## src/rtl/lsu_pkg.sv

```systemverilog
`default_nettype none
// ============================================================================
// Module   : lsu_pkg
// Purpose  : Shared definitions for the load/store unit. Holds the data-path
//            width, the access-type codes, the FSM state type and a
//            helper that checks whether an access type is legal.
// Ports    : none (package)
// Revision : 1.0 - initial release
// ============================================================================
package lsu_pkg;

  localparam int unsigned XLEN = 32;

  // Access-type codes.
  // op[3]   = store
  // op[2]   = zero-extend (loads)
  // op[1:0] = size: 00 byte, 01 halfword, 10 word
  localparam logic [3:0] OP_LB  = 4'b0000;
  localparam logic [3:0] OP_LH  = 4'b0001;
  localparam logic [3:0] OP_LW  = 4'b0010;
  localparam logic [3:0] OP_LBU = 4'b0100;
  localparam logic [3:0] OP_LHU = 4'b0101;
  localparam logic [3:0] OP_SB  = 4'b1000;
  localparam logic [3:0] OP_SH  = 4'b1001;
  localparam logic [3:0] OP_SW  = 4'b1010;

  typedef enum logic [1:0] {
    ST_IDLE  = 2'd0,
    ST_READ  = 2'd1,
    ST_WRITE = 2'd2,
    ST_RESP  = 2'd3
  } lsu_state_t;

  function automatic logic op_is_legal(input logic [3:0] op);
    case (op)
      OP_LB, OP_LH, OP_LW, OP_LBU, OP_LHU, OP_SB, OP_SH, OP_SW: return 1'b1;
      default:                                                return 1'b0;
    endcase
  endfunction

endpackage
`default_nettype wire

```

## src/rtl/lsu_lane_align.sv

```systemverilog
`default_nettype none
// ============================================================================
// Module   : lsu_lane_align
// Purpose  : Combinational lane logic for the load/store unit. Picks the
//            addressed byte or halfword out of a memory word and extends it
//            for loads. For stores, it builds the full word to write back.
// Ports    : op_lo       - op[2:0] of the access in flight
//            byte_off    - addr[1:0] of the access in flight
//            rd_word     - word read from memory
//            store_data  - store operand (value in the low lanes)
//            load_value  - extended load result
//            merged_word - word to write back (merge for SB/SH, operand for SW)
// Revision : 1.0 - initial release
// ============================================================================
module lsu_lane_align
  import lsu_pkg::*;
(
  input  logic [2:0]      op_lo,
  input  logic [1:0]      byte_off,
  input  logic [XLEN-1:0] rd_word,
  input  logic [XLEN-1:0] store_data,
  output logic [XLEN-1:0] load_value,
  output logic [XLEN-1:0] merged_word
);

  logic [7:0]  sel_byte;
  logic [15:0] sel_half;

  always_comb begin
    // Little-endian: byte k sits at bits [8k+7:8k].
    // The halfword is chosen by addr[1].
    sel_byte = rd_word[{byte_off, 3'b000} +: 8];
    sel_half = rd_word[{byte_off[1], 4'b0000} +: 16];

    case (op_lo[1:0])
      2'b00:   load_value = op_lo[2] ? {24'd0, sel_byte}
                                     : {{24{sel_byte[7]}}, sel_byte};
      2'b01:   load_value = op_lo[2] ? {16'd0, sel_half}
                                     : {{16{sel_half[15]}}, sel_half};
      default: load_value = rd_word;
    endcase

    merged_word = rd_word;
    case (op_lo[1:0])
      2'b00:   merged_word[{byte_off, 3'b000} +: 8]     = store_data[7:0];
      2'b01:   merged_word[{byte_off[1], 4'b0000} +: 16] = store_data[15:0];
      default: merged_word = store_data;
    endcase
  end

endmodule
`default_nettype wire

```

## src/rtl/load_store_unit.sv

```systemverilog
`default_nettype none
// ============================================================================
// Module   : load_store_unit
// Purpose  : Runs byte, halfword and word loads and stores against a
//            single-port word memory.
//            - SB/SH use a read-modify-write: READ, then WRITE.
//            - SW writes directly.
//            - A faulting request goes straight to RESP with err set.
// Ports    : clk, rst               - clock, async active-high reset
//            req, op, addr, storeData - request (sampled in IDLE/RESP only)
//            busy, done, err, loadData - status and load result
//            memAddress, memWriteData, memWrite, memRead, memReadData
//                                    - memory side (word-indexed)
// Revision : 1.0 - initial release
// ============================================================================
module load_store_unit
  import lsu_pkg::*;
#(
  parameter int DEPTH = 1024
) (
  input  logic            clk,
  input  logic            rst,
  input  logic            req,
  input  logic [3:0]      op,
  input  logic [XLEN-1:0] addr,
  input  logic [XLEN-1:0] storeData,
  output logic            busy,
  output logic            done,
  output logic            err,
  output logic [XLEN-1:0] loadData,
  output logic [XLEN-1:0] memAddress,
  output logic [XLEN-1:0] memWriteData,
  output logic            memWrite,
  output logic            memRead,
  input  logic [XLEN-1:0] memReadData
);

  lsu_state_t      state;
  logic [3:0]      op_q;
  logic [1:0]      off_q;
  logic [XLEN-1:0] store_q;

  logic [XLEN-1:0] word_idx;
  logic            misaligned;
  logic            fault;
  logic            accept;
  logic [XLEN-1:0] load_value;
  logic [XLEN-1:0] merged_word;

  assign word_idx = {2'b00, addr[XLEN-1:2]};

  always_comb begin
    misaligned = 1'b0;
    if (op[1:0] == 2'b10)      misaligned = (addr[1:0] != 2'b00);
    else if (op[1:0] == 2'b01) misaligned = addr[0];
    fault = !op_is_legal(op) || misaligned || (word_idx >= 32'(DEPTH));
  end

  // RESP can take a new request on its closing edge, so back-to-back
  // requests lose no cycle.
  assign accept = req && ((state == ST_IDLE) || (state == ST_RESP));

  lsu_lane_align u_align (
    .op_lo       (op_q[2:0]),
    .byte_off    (off_q),
    .rd_word     (memReadData),
    .store_data  (store_q),
    .load_value  (load_value),
    .merged_word (merged_word)
  );

  always_ff @(posedge clk or posedge rst) begin
    if (rst) begin
      state        <= ST_IDLE;
      op_q         <= '0;
      off_q        <= '0;
      store_q      <= '0;
      err          <= 1'b0;
      loadData     <= '0;
      memAddress   <= '0;
      memWriteData <= '0;
    end else begin
      case (state)
        ST_READ: begin
          if (op_q[3]) begin
            memWriteData <= merged_word;
            state        <= ST_WRITE;
          end else begin
            loadData <= load_value;
            state    <= ST_RESP;
          end
        end
        ST_WRITE: state <= ST_RESP;
        default:  state <= ST_IDLE;
      endcase

      // accept is only true in IDLE/RESP, so it never collides with the
      // READ assignments above.
      if (accept) begin
        op_q       <= op;
        off_q      <= addr[1:0];
        store_q    <= storeData;
        memAddress <= word_idx;
        err        <= fault;
        if (fault) begin
          loadData <= '0;
          state    <= ST_RESP;
        end else if (op == OP_SW) begin
          memWriteData <= storeData;
          state        <= ST_WRITE;
        end else begin
          state <= ST_READ;
        end
      end
    end
  end

  assign busy    = (state != ST_IDLE);
  assign done    = (state == ST_RESP);
  assign memRead = (state == ST_READ);
  // Gate with rst so a reset landing inside WRITE never commits the merge.
  assign memWrite = (state == ST_WRITE) && !rst;

endmodule
`default_nettype wire

```

## config.mk

```make
export PLATFORM = sky130hd
export DESIGN_NAME = load_store_unit
export DESIGN_NICKNAME = d
export VERILOG_FILES = /design/src/rtl/lsu_pkg.sv /design/src/rtl/lsu_lane_align.sv /design/src/rtl/load_store_unit.sv
export SDC_FILE = /design/constraint.sdc
export NUM_CORES = 1
export LEC_CHECK = 0
export BUFFER_PORTS_ARGS = -buffer_cell sky130_fd_sc_hd__buf_2
export CAP_MARGIN = 20
export CORE_UTILIZATION = 30
export CTS_CLUSTER_DIAMETER = 80
export DETAILED_ROUTE_END_ITERATION = 10
export PLACE_DENSITY = 0.53
export RECOVER_POWER = 100
export SETUP_SLACK_MARGIN = 0.02
export SYNTH_ARGS = -nofsm -noshare
export SYNTH_HDL_FRONTEND = slang
export SYNTH_SLANG_ARGS = --single-unit
```

## constraint.sdc

```tcl
create_clock -name clk -period 8.8 [get_ports clk]
set_clock_uncertainty 0.1 [all_clocks]
set_input_delay 0.44 -clock clk [delete_from_list [all_inputs] [get_ports clk]]
set_output_delay 0.44 -clock clk [all_outputs]
set_load 0.01 [all_outputs]
```

* Word level (Yosys, flattened, before mapping)
Memory sizes are Yosys's and may differ from the RTL's.
Index checks and enable logic that the tools add are counted.
** Cells by class
- Add/sub/neg operators :: 2
- Order comparisons :: 1
- Equality and inequality tests :: 7
- Shift operators :: 6
- Mux-type cells :: 22
- Reductions and logical operators :: 11
** Operators by type and width (number)
- two-way mux 32 bit :: 11
- one-hot mux 32 bit (2 select lines) :: 2
- bitwise mux 32 bit :: 2
- variable shift 16 x 7 -> 32 bit, first input constant :: 1
- variable shift 8 x 7 -> 32 bit, first input constant :: 1
- indexed part select 16 x 7 -> 32 bit :: 1
- indexed part select 32 x 6 -> 16 bit :: 1
- indexed part select 32 x 6 -> 8 bit :: 1
- indexed part select 8 x 7 -> 32 bit :: 1
- greater-or-equal comparator 30 x 11 -> 1 bit, second input constant :: 1
- negator 5 -> 7 bit :: 2
- == test 2 x 1 -> 1 bit, second input constant :: 3
- == test 2 bit, second input constant :: 3
- two-way mux 2 bit :: 3
- == test 4 bit, second input constant :: 1
- zero test 2 bit :: 2
- one-hot mux 2 bit (2 select lines) :: 1
- nonzero test 2 bit :: 2
- logical OR 1 bit :: 3
- two-way mux 1 bit :: 3
- logical AND 1 bit :: 2
- zero test 1 bit :: 2
** Word-level totals
- Register bits after elaboration :: 135
- ROM bits :: 16
- Bits of input ports :: 103
- Output and inout port bits :: 101
- Word-level logic and storage cells :: 58
- Memories :: 1
** Memories
- (name not given) :: words 16, width 1, read ports 1, clocked after memory_dff 0, wr ports 0, line lsu_pkg.sv:35 : case (op)

* Longest topological paths before layout
Gate-level depths: netlist of run 1.
- Depth after elaboration :: 9
- Mapped depth :: 10
- Gate-level depth less buffers :: 6

* Hierarchy
A second synthesis of run 1 with hierarchy kept.
** Second synthesis, totals
- Cells, all modules :: 688
- Area total of the unflattened synthesis :: 7524.7 sq um
** Modules (own cells, without submodules)
- load_store_unit :: instances 1, cells each 426, area each 5821.8 sq um, sequential area each 3378.2 sq um
- lsu_lane_align :: instances 1, cells each 262, area each 1702.9 sq um, sequential area each 0.0 sq um

* Worst setup path before layout of run 1
No wires, ideal clock.
- Path kind :: flip-flop to flip-flop
- Start point :: reg off_q[0]
- End point :: reg memWriteData[16]
- Library setup time :: 83 ps
- Arrival :: 2412 ps
- Required time :: 8617 ps
- Path slack :: 6205 ps
- Stages on the path, launching flop included :: 11
- Path buffers :: 4
- Clock period less this slack :: 2595 ps
- Cell sequence :: dfrtp_1 -> clkbuf_1 -> buf_2 -> inv_1 -> ha_1 -> clkbuf_1 -> and3b_1 -> clkbuf_1 -> a32oi_1 -> o221a_2 -> o21ai_0
** Between the ends
- Cells in the longest elaborated chain, start to end :: 9
- Elaborated cells between the ends (all ways) :: 10
- Those cells by class :: add/sub: 1; shift: 2; mux: 7
** Ends and longest elaborated chain
- start, declared :: line load_store_unit.sv:40 : logic [1:0] off_q;
- start signal, assigned :: line load_store_unit.sv:101 : off_q <= addr[1:0];
- negator 5 -> 7 bit (*) :: line lsu_lane_align.sv:45 : 2'b00: merged_word[{byte_off, 3'b000} +: 8] = store_data[7:0];
- indexed part select 8 x 7 -> 32 bit / variable shift 8 x 7 -> 32 bit (equally long branches) :: line lsu_lane_align.sv:45
- bitwise mux 32 bit (*) :: line lsu_lane_align.sv:45
- one-hot mux 32 bit (2 select lines) (*) :: line lsu_lane_align.sv:44 : case (op_lo[1:0])
- two-way mux 32 bit (*) :: line load_store_unit.sv:85 : if (op_q[3]) begin
- two-way mux 32 bit (*) :: line load_store_unit.sv:83 : case (state)
- two-way mux 32 bit :: line load_store_unit.sv:108 : end else if (op == OP_SW) begin
- two-way mux 32 bit :: line load_store_unit.sv:105 : if (fault) begin
- two-way mux 32 bit (*) :: line load_store_unit.sv:99 : if (accept) begin
- end signal, assigned :: line load_store_unit.sv:86 : memWriteData <= merged_word;
- end signal, assigned :: line load_store_unit.sv:109 : memWriteData <= storeData;
- end, declared :: line load_store_unit.sv:32 : output logic [XLEN-1:0] memWriteData,
Every way passes the cells marked *; elsewhere a longest branch is shown, timed or not.
A chain may end at the register's enable or synchronous reset.

* Worst setup path in the final report of run 1
- Start point :: reg state[0]
- End point :: reg off_q[1]
** Between the ends
- Cells in the longest elaborated chain, start to end :: 3
- Elaborated cells between the ends (all ways) :: 4
- Those cells by class :: eq/ne: 1; reduce/logical: 3
** Ends and longest elaborated chain
- start, declared :: line load_store_unit.sv:38 : lsu_state_t state;
- start signal, assigned :: line load_store_unit.sv:74 : state <= ST_IDLE;
- start signal, assigned :: line load_store_unit.sv:87 : state <= ST_WRITE;
- start signal, assigned :: line load_store_unit.sv:90 : state <= ST_RESP;
- == test 2 bit / zero test 2 bit (equally long branches) :: line load_store_unit.sv:61 : assign accept = req && ((state == ST_IDLE) || (state == ST_RESP));
- logical OR 1 bit (*) :: line load_store_unit.sv:61
- logical AND 1 bit (*) :: line load_store_unit.sv:61
Marked as above.

==> summary.txt, run 1 <==
full die area: 26100 µm²
crit path capture type: flop
FMAX: 246 MHz
Synth cell types: 55
I/O Pins: 204
slowest CP cell: clkbuf_1
nets: 1124
Netlist Area Pre-Place: 7620 µm²
CP max FO: 69
Max clock buf depth: 2
postcts setup bufs: 0
Root Buffer: clkbuf_16
cts bufs inserted: 17
Post-DRT Antenna Nets: 0
Clock transition at path regs: 70 ps
minimum clock period: 4070 ps
GRT Total Usage: 21.7%
initial DRC count: 584
maxcap violations: 5
Design Power: 3.47 mW
cell taking the most area after synthesis: dfrtp_1
main flop type after synthesis: dfrtp_1
FFs w/ async S/R, synth: 100%
Yosys top cell area share: 44.3%
Overflow after GRT: 0
Yosys warnings: 0
placement row count: 57
hold_sp: addr[7]
Yosys reg bits: 135
unrepaired setup endpoints after global routing: false
Pre-Repair DR Iteration Count: 5
outcome: finished, violations left
# setup viols final: 0
CP max stage delay: 2280 ps
number of synthesized flops with an enable pin: 0
switching share of power: 46.1%
CP Launch Type: flop
initial antenna violation count: 4
peak supply drop: 0.143 mV
Hold Path Class: in -> reg
worst reg2reg path startpoint: state[0]
final WL: 28.3 mm
CORE AREA: 24600 µm²
Post-DP HPWL: 20.0 mm
Sw Pwr: 1.60 mW
vias in the first global route: 7026
Finished Cell Area: 9200 µm²
worst-path cell chain: inv_1 > ha_1 > nor2b_1 > clkbuf_1 > nand2_1 > o21ai_0
DR vias/cell: 5.41
Mean Syn Cell Area: 8.91 µm²
Post-CTS Resized: 0
Layout area overhead: 20.7%
Crit path max-delay family: buffers and inverters
routed vias: 7310
Slew @ Worst Pin: 3170 ps
Gate Count Post-Synth: 856
CTS tree: yes
Placement Cell Area: 8820 µm²
failing checks: capacitance limit, slew limit
clk_lat worst skew: 430 ps
htree depth: 4
Setup TNS Final: 0 ps
post-synthesis sequential area ratio: 44.3%
Pins Over Slew Limit: 244
Die Ht: 161 µm
multi-input logic area: 3810 µm²
IO Port Bufs: 201
Crit path buffers/inverters: 2
Clock Sinks: 135
combinational share of power: 45.4%
Crit path arrival time: 4270 ps
fin crit share: 46.2%
Final Wtd Congestion: 0.852
clock share of power: 19.2%
Worst slew margin: -112%
synth top area cells: dfrtp_1 44%, nand2_1 9.2%, mux2i_1 5.6%, o21ai_0 3.6%, a211oi_1 3.1%
PwrDens: 377 nW/µm²
internal cell power: 1.87 mW
Fin. Hold Viols: 0
Remaining DRCs: 0
chip width: 161 µm
Sequential cell area: 3380 µm²
hold_buf cts: 0
global-route wire length before repair: 42.8 mm
Crit. Startpoint: state[0]
crit path kind: reg -> reg
layout cells sized above 1: 17.3%
sequential power share: 35.4%
Fillers: 2642
starting utilization of the core area: 31.0%
Worst Path Required: 9010 ps
largest net degree at the start of global routing: 70
Routed WL per cell: 21.0 µm
Leak: 4.06 nW
state kept, by name (all words and copies together) (netlist names):
| name | count |
|---|---|
| loadData | 32 |
| memWriteData | 32 |
| store_q | 32 |
| memAddress | 30 |
| op_q | 4 |
| off_q | 2 |
| state | 2 |
| err | 1 |
worst reg2reg max path: cells and delay by family (launching register included):
kind                     cells  cell delay, ps
adder cells (fa/ha/maj)      1             340
AND/OR/NAND/NOR              2             590
buffers and inverters        2            2350
AO/OA/AOI/OAI                1             190
flip-flops                   1             370
stage by stage:
step                      std cells  hold slack (ps)  setup slack [ps]  utilization [%]
after floorplan                 857              346              4650                -
after global placement         1316              356              5460             35.8
after detailed placement       1317              357              5410             35.9
after CTS                      1349             31.7              5850             38.0
after global routing           1350             99.4              4280             37.4
final                          1351             93.7              4730             37.4
power by group through the flow:
stage / combinational, mW / sequential, mW / clock, mW
after global placement: 1.62 / 1.22 / 0
final: 1.57 / 1.23 / 0.666
after floorplan: 1.03 / 1.20 / 0
after detailed placement: 1.64 / 1.22 / 0
after global routing: 1.75 / 1.26 / 0.705
after CTS: 1.64 / 1.21 / 0.682
final cells by class:
type,instances,area share (%)
Sequential cell,135,36.7
Inverter,26,1.07
Clock inverter,14,1.09
Clock buffer,18,4.77
Tap cell,324,4.40
Multi-Input combinational cell,620,41.4
Antenna cell,2,0.0544
Timing Repair Buffer,212,10.4
synth_stat cells, types with 17 or more instances:
master	number
a211oi_1	31
a21oi_1	22
a31oi_1	18
clkbuf_1	52
dfrtp_1	135
inv_1	26
mux2i_1	43
nand2_1	187
nand3_1	17
nor2_1	52
o21ai_0	55
o22ai_1	21
cells in the final DEF (no fill, tap or decap), types with 6 or more instances in the layout:
| cell | instances |
|---|---|
| nand2b_1 | 13 |
| buf_4 | 7 |
| clkinvlp_4 | 6 |
| o221a_2 | 16 |
| o32ai_1 | 8 |
| nor2_1 | 52 |
| mux2i_1 | 43 |
| inv_1 | 25 |
| o21ai_0 | 57 |
| ha_1 | 9 |
| clkbuf_1 | 103 |
| nor2b_1 | 13 |
| a211oi_1 | 32 |
| dfrtp_1 | 133 |
| a21oi_1 | 22 |
| a221o_1 | 7 |
| clkbuf_16 | 17 |
| mux2_2 | 9 |
| nand3_1 | 17 |
| nor4_1 | 7 |
| o22ai_1 | 21 |
| nor4bb_1 | 8 |
| nor3_1 | 12 |
| a32oi_1 | 16 |
| a31oi_1 | 18 |
| a22o_1 | 10 |
| buf_2 | 101 |
| nand2_1 | 187 |
path summary, 6_finish.rpt:
check,slack [ps],depth (start not counted),endpoint
worst max-delay path,4730,6,off_q[1]
worst min register to register,370,2,memAddress[15]
worst max register to register,4730,6,off_q[1]
worst min-delay path,90,3,memAddress[5]
max in group asynchronous,5790,3,memAddress[1]
min in group asynchronous,800,2,memAddress[17]
layer usage:
metal	GRT usage, %	wire, µm	vias up
met5	0	31	-
met4	7.38	718	4
met3	5.86	2320	53
met2	32.9	12800	321
met1	29.8	12500	3540
li1	-	-	3392
cells by family (layout without fill, tap and decap cells):
kind of cell,count (synthesis),in the layout,synth area share (%)
flops,135,135,44.3
compound gates,223,223,20.5
other cells,1,4,0.0492
simple gates,329,329,19.9
fa+ha+maj,9,9,1.48
mux,57,57,8.25
buf+inv,102,270,5.58
(Power assumes the default switching activity.)
==> run 2: changes to the inputs <==
PLACE_DENSITY = 0.55   (was 0.53)
clock period = 3.63 ns   (was 8.8 ns; I/O delays follow)
==> run 2 against run 1 <==
  * Final cell count up 6.9%
  * Hold slack better by 16 ps
  * Design area up 11%
  * Sequential cell count unchanged
  * Clock power rose to 2.7 times the previous value
  * Utilization up 3.9 points
  * Global-route usage up 0.32 points
  * Critical path type is now in -> reg
  * Largest cell class unchanged
  * The run still ends with capacitance limit, slew limit left
==> summary.txt, run 2 (synthesized netlist as in run 1, its figures left out) <==
routed vias: 7639 (+4.5%)
Routed WL per cell: 19.4 µm (-7.3%)
htree depth: 4 (unchanged)
Crit. Startpoint: addr[30]
Clock transition at path regs: 60 ps (about the same)
crit path kind: in -> reg
Post-DRT Antenna Nets: 0 (unchanged)
commonest non-fill, non-tap cells in the layout: 187 x nand2_1, 133 x dfrtp_1, 104 x clkbuf_1
Fin. Hold Viols: 0 (unchanged)
most common cell after layout, fill and taps aside: nand2_1
CP Launch Type: input pin
global-route wire length before repair: 44.1 mm (+3.0%)
Crit path buffers/inverters: 3 (+1)
hold_buf cts: 86 (+86)
Post-DP HPWL: 19.7 mm (-1.6%)
most used routing layer in global routing: met2
Setup TNS Final: 0 ps (unchanged)
Hold Path Class: in -> reg
most frequent cell on the critical path: clkbuf_1
Post-CTS Resized: 0 (unchanged)
failing checks: capacitance limit, slew limit
biggest regs: loadData x32, memWriteData x32, store_q x32
Root Buffer: clkbuf_16
fin crit share: 80.9%
outcome: finished, violations left
cts bufs inserted: 17 (unchanged)
Crit path max-delay family: simple AND/OR/NAND/NOR gates
peak supply drop: 0.344 mV (+140%)
CP max FO: 20 (-71%)
Worst Path Required: 3840 ps (-5170 ps)
final WL: 28.0 mm (-0.96%)
Worst slew margin: -28.3% (+83 points)
DR vias/cell: 5.29 (-2.2%)
fin util: 41.4% (+3.9 points)
met1 usage: 29.5% (-0.27 points)
I/O Pins: 204 (unchanged)
Fillers: 2517 (-4.7%)
Crit path arrival time: 3140 ps (-1130 ps)
Pins Over Slew Limit: 136 (-44%)
placement row count: 57 (unchanged)
Clock Sinks: 135 (unchanged)
Overflow after GRT: 0 (unchanged)
Die Ht: 161 µm (unchanged)
CP max stage delay: 720 ps (-1560 ps)
Slew @ Worst Pin: 1920 ps (-1250 ps)
M3 GR Usage: 5.47% (-0.39 points)
CTS tree: yes
GRT Total Usage: 22.1% (+0.32 points)
largest net degree at the start of global routing: 136 (+94%)
slowest CP cell: or2_1
layout cells sized above 1: 16.5% (-0.74 points)
postcts setup bufs: 0 (unchanged)
met2 Resource Use GR: 34.4% (+1.5 points)
FMAX: 341 MHz
maxcap violations: 1 (-4)
IO Port Bufs: 201 (unchanged)
Final Wtd Congestion: 0.841 (-1.3%)
clk_lat worst skew: 430 ps (about the same)
Remaining DRCs: 0 (unchanged)
full die area: 26100 µm² (unchanged)
chip width: 161 µm (unchanged)
Setup WS post-layout: 694 ps (-4040 ps)
minimum clock period: 2940 ps
reg-to-reg endpoint: memWriteData[6]
unrepaired setup endpoints after global routing: false
Max clock buf depth: 2 (unchanged)
CORE AREA: 24600 µm² (unchanged)
nets: 1218 (+8.4%)
vias in the first global route: 7609 (+8.3%)
Layout area overhead: 33.4%
Leak: 4.48 nW (+10%)
worst reg2reg path startpoint: state[0]
worst reg-to-reg path cell count: 6 (unchanged)
pre-CTS WS: 828 ps (-4580 ps)
starting utilization of the core area: 31.0% (unchanged)
Setup crit end: memWriteData[6]
CP Depth: 7 (+1)
initial antenna violation count: 1 (-3)
Pre-Repair DR Iteration Count: 4 (-1)
PwrDens: 850 nW/µm² (+130%)
crit path capture type: flop
worst-path cell chain: dlygate4sd3_1 > clkbuf_1 > nor4_1 > nand4_1 > clkbuf_1 > or2_1 > mux2_1
# setup viols final: 0 (unchanged)
initial DRC count: 647 (+11%)
hold_ws: 110 ps (+15.9 ps)
FF-to-FF setup slack: 810 ps (-3920 ps)
## run 2: cell types whose count changed in the layout (fill, tap and decap cells not counted), sizes merged
| cell | before | now |
|---|---|---|
| bufinv | 0 | 2 |
| dlygate4sd3 | 0 | 86 |
| inv | 28 | 32 |
| diode | 2 | 1 |
| clkbuf | 121 | 123 |
| buf | 109 | 114 |
| clkinv | 5 | 2 |
| clkinvlp | 7 | 5 |
## run 2: worst min-delay path by stage
stage,from,end,cells past startpoint
after floorplan,addr[2],memAddress[0],2
after global placement,addr[7],memAddress[5],3
after detailed placement,addr[5],memAddress[3],3
after CTS,memReadData[10],loadData[10],3
after global routing,memReadData[4],loadData[4],3
final,memReadData[4],loadData[4],3
## run 2: worst register-to-register path, delay by kind of cell, from the launching register on
family / cells / cell delay, ps
simple gates: 3 / 1310
mux: 1 / 470
flops: 1 / 370
fa+ha+maj: 1 / 370
buf+inv: 1 / 80
## run 2: power breakdown
group	leakage [nW]	total [mW]	switching, mW	internal, mW
sequential	1.66	2.89	0.631	2.25
clock	0.280	1.79	0.762	1.03
combinational	2.54	3.98	2.51	1.46
## run 2: metal layers
metal	vias up	wire length, µm
li1	3576	-
met5	-	0
met4	0	724
met2	341	12900
met3	48	2070
met1	3674	12300
## run 2: layout make-up
class	count	area (µm²)	share of cell area (%)
clock inverters	15	168	1.65
inverters	26	101	0.996
repair buffers	306	1870	18.4
well taps	324	405	3.98
clock buffers	17	425	4.18
diodes	1	2.50	0.0246
multi-input cells	620	3820	37.6
flip-flops and latches	135	3380	33.2
## run 2: metrics by stage
step | cell area (µm²) | instances | power [mW]
4_1_cts | 10300 | 1443 | 8.84
3_5_place_dp | 8890 | 1325 | 6.95
6_report | 10200 | 1444 | 8.65
5_1_grt | 10200 | 1444 | 9.32
2_1_floorplan | 7630 | 857 | 5.41
3_3_place_gp | 8890 | 1325 | 6.89
==> run 3: changes to the inputs <==
clock period = 2.6 ns   (was 3.63 ns; I/O delays follow)
==> run 3 against run 2 <==
  * The flow now finishes without violations
  * Sequential share of layout area down 0.43 points
  * Final cell count up 0.69%
  * Design area grew 1.3%
  * Clock power increased by 50%
  * Setup slack got worse by 440 ps
  * Sequential power increased by 41%
  * Hold slack worse by 29 ps
  * Critical endpoint unchanged
  * Largest cell class unchanged
==> summary.txt, run 3 (synthesized netlist as in run 1, its figures left out) <==
outcome: completed
layout cells sized above 1: 17.3% (+0.75 points)
Post-DP HPWL: 20.0 mm (+1.6%)
global-route wire length before repair: 43.4 mm (-1.5%)
CORE AREA: 24600 µm² (unchanged)
minimum clock period: 2350 ps
Clock transition at path regs: 60 ps (about the same)
Worst slew margin: 15.5% (+44 points)
Fin. Hold Viols: 0 (unchanged)
Worst Path Required: 2810 ps (-1030 ps)
slowest CP cell: dfrtp_1
Layout area overhead: 35.1%
fin util: 41.9% (+0.52 points)
Post-CTS Resized: 0 (unchanged)
Crit path arrival time: 2550 ps (-590 ps)
# setup viols final: 0 (unchanged)
FMAX: 426 MHz
Leak: 4.57 nW (+2.0%)
Post-DRT Antenna Nets: 0 (unchanged)
Pins Over Slew Limit: 0 (-100%)
Overflow after GRT: 0 (unchanged)
most common cell after layout, fill and taps aside: nand2_1
largest net degree at the start of global routing: 76 (-44%)
IO Port Bufs: 201 (unchanged)
hold_ws: 80.6 ps (-29.0 ps)
worst reg-to-reg path cell count: 7 (+1)
chip width: 161 µm (unchanged)
Worst Hold End: loadData[9]
initial DRC count: 653 (+0.93%)
crit path kind: reg -> reg
I/O Pins: 204 (unchanged)
vias in the first global route: 7559 (-0.66%)
Remaining DRCs: 0 (unchanged)
Slew @ Worst Pin: 1270 ps (-658 ps)
FF-to-FF setup slack: 250 ps (-560 ps)
Final Wtd Congestion: 0.861 (+2.3%)
hold_sp: memReadData[9]
crit path capture type: flop
GRT Total Usage: 21.9% (-0.18 points)
final WL: 27.9 mm (-0.39%)
worst reg2reg path startpoint: state[0]
Pre-Repair DR Iteration Count: 5 (+1)
commonest non-fill, non-tap cells in the layout: 187 x nand2_1, 134 x dfrtp_1, 102 x clkbuf_1
Routed WL per cell: 19.2 µm (-1.1%)
hold depth: 4 (+1)
Die Ht: 161 µm (unchanged)
CP max FO: 16 (-20%)
Hold Path Class: in -> reg
full die area: 26100 µm² (unchanged)
Root Buffer: clkbuf_16
fin crit share: 90.2%
pre-CTS WS: 357 ps (-471 ps)
clk_lat worst skew: 430 ps (about the same)
peak supply drop: 0.407 mV (+18%)
routed vias: 7633 (-0.079%)
worst-path cell chain: inv_1 > ha_1 > and4b_1 > nand4_4 > or2_1 > buf_2 > mux2_1
CP max stage delay: 380 ps (-340 ps)
placement row count: 57 (unchanged)
cts bufs inserted: 17 (unchanged)
DR vias/cell: 5.25 (-0.77%)
CP Launch Type: flop
Setup TNS Final: 0 ps (unchanged)
initial antenna violation count: 1 (unchanged)
unrepaired setup endpoints after global routing: false
starting utilization of the core area: 31.0% (unchanged)
Setup WS post-layout: 255 ps (-439 ps)
htree depth: 4 (unchanged)
Fillers: 2500 (-0.68%)
CTS tree: yes
reg-to-reg endpoint: memWriteData[6]
nets: 1227 (+0.74%)
Clock Sinks: 135 (unchanged)
postcts setup bufs: 0 (unchanged)
PwrDens: 1190 nW/µm² (+40%)
maxcap violations: 0 (-1)
Max clock buf depth: 2 (unchanged)
biggest regs: loadData x32, memWriteData x32, store_q x32
==> run 3: stage by stage <==
stage               cells  area, µm²  total power, mW
finish               1454      10300             12.3
global route         1453      10300             13.2
CTS                  1452      10500             12.6
detailed placement   1334       8970             9.74
global placement     1334       8970             9.66
floorplan             857       7630             7.56
==> run 3: power by group <==
part	leakage, nW	internal (mW)	switching (mW)
Clock	0.319	1.71	0.967
Combinational	2.59	2.09	3.45
Sequential	1.66	3.15	0.934
Total	4.57	6.95	5.35
==> run 3: how the worst max path moves through the flow <==
| stage | start | end | slack, ps | cells past startpoint |
|---|---|---|---|---|
| 2_1_floorplan | off_q[1] | memWriteData[16] | 80 | 10 |
| 5_1_grt | state[0] | state[0] | 40 | 5 |
| 6_report | state[0] | memWriteData[6] | 250 | 7 |
| 3_3_place_gp | state[0] | memWriteData[6] | 390 | 7 |
| 3_5_place_dp | state[0] | memWriteData[6] | 360 | 7 |
| 4_1_cts | addr[30] | loadData[4] | 300 | 7 |
==> run 3: worst max-delay path: cells and delay by family, from the launching register on <==
kind,cells,cell delay [ps]
and+or+nand+nor,3,670
muxes,1,370
buffers and inverters,2,340
adders and majority gates,1,360
DFF,1,380
==> run 3: area by class of cell <==
class	instances	area [µm²]	area share, %
multi-input cells	620	3820	37.1
flip-flops and latches	135	3380	32.8
repair buffers	315	1940	18.9
clock buffers	21	480	4.66
well taps	324	405	3.93
clock inverters	11	169	1.64
inverters	26	98.8	0.959
diodes	2	5.00	0.0486
==> run 3: routing by layer <==
| metal | track usage [%] | wire length [µm] | up-vias |
|---|---|---|---|
| li1 | - | - | 3586 |
| met1 | 28.4 | 11900 | 3694 |
| met2 | 35.6 | 13300 | 311 |
| met3 | 5.14 | 2070 | 42 |
| met4 | 7.38 | 592 | 0 |
| met5 | 0 | 0 | - |
==> run 3: repair_timing <==
item	in CTS	in global routing
hold buffers	86	0
setup endpoints to repair	0	0
endpoints found under the hold margin	252	0
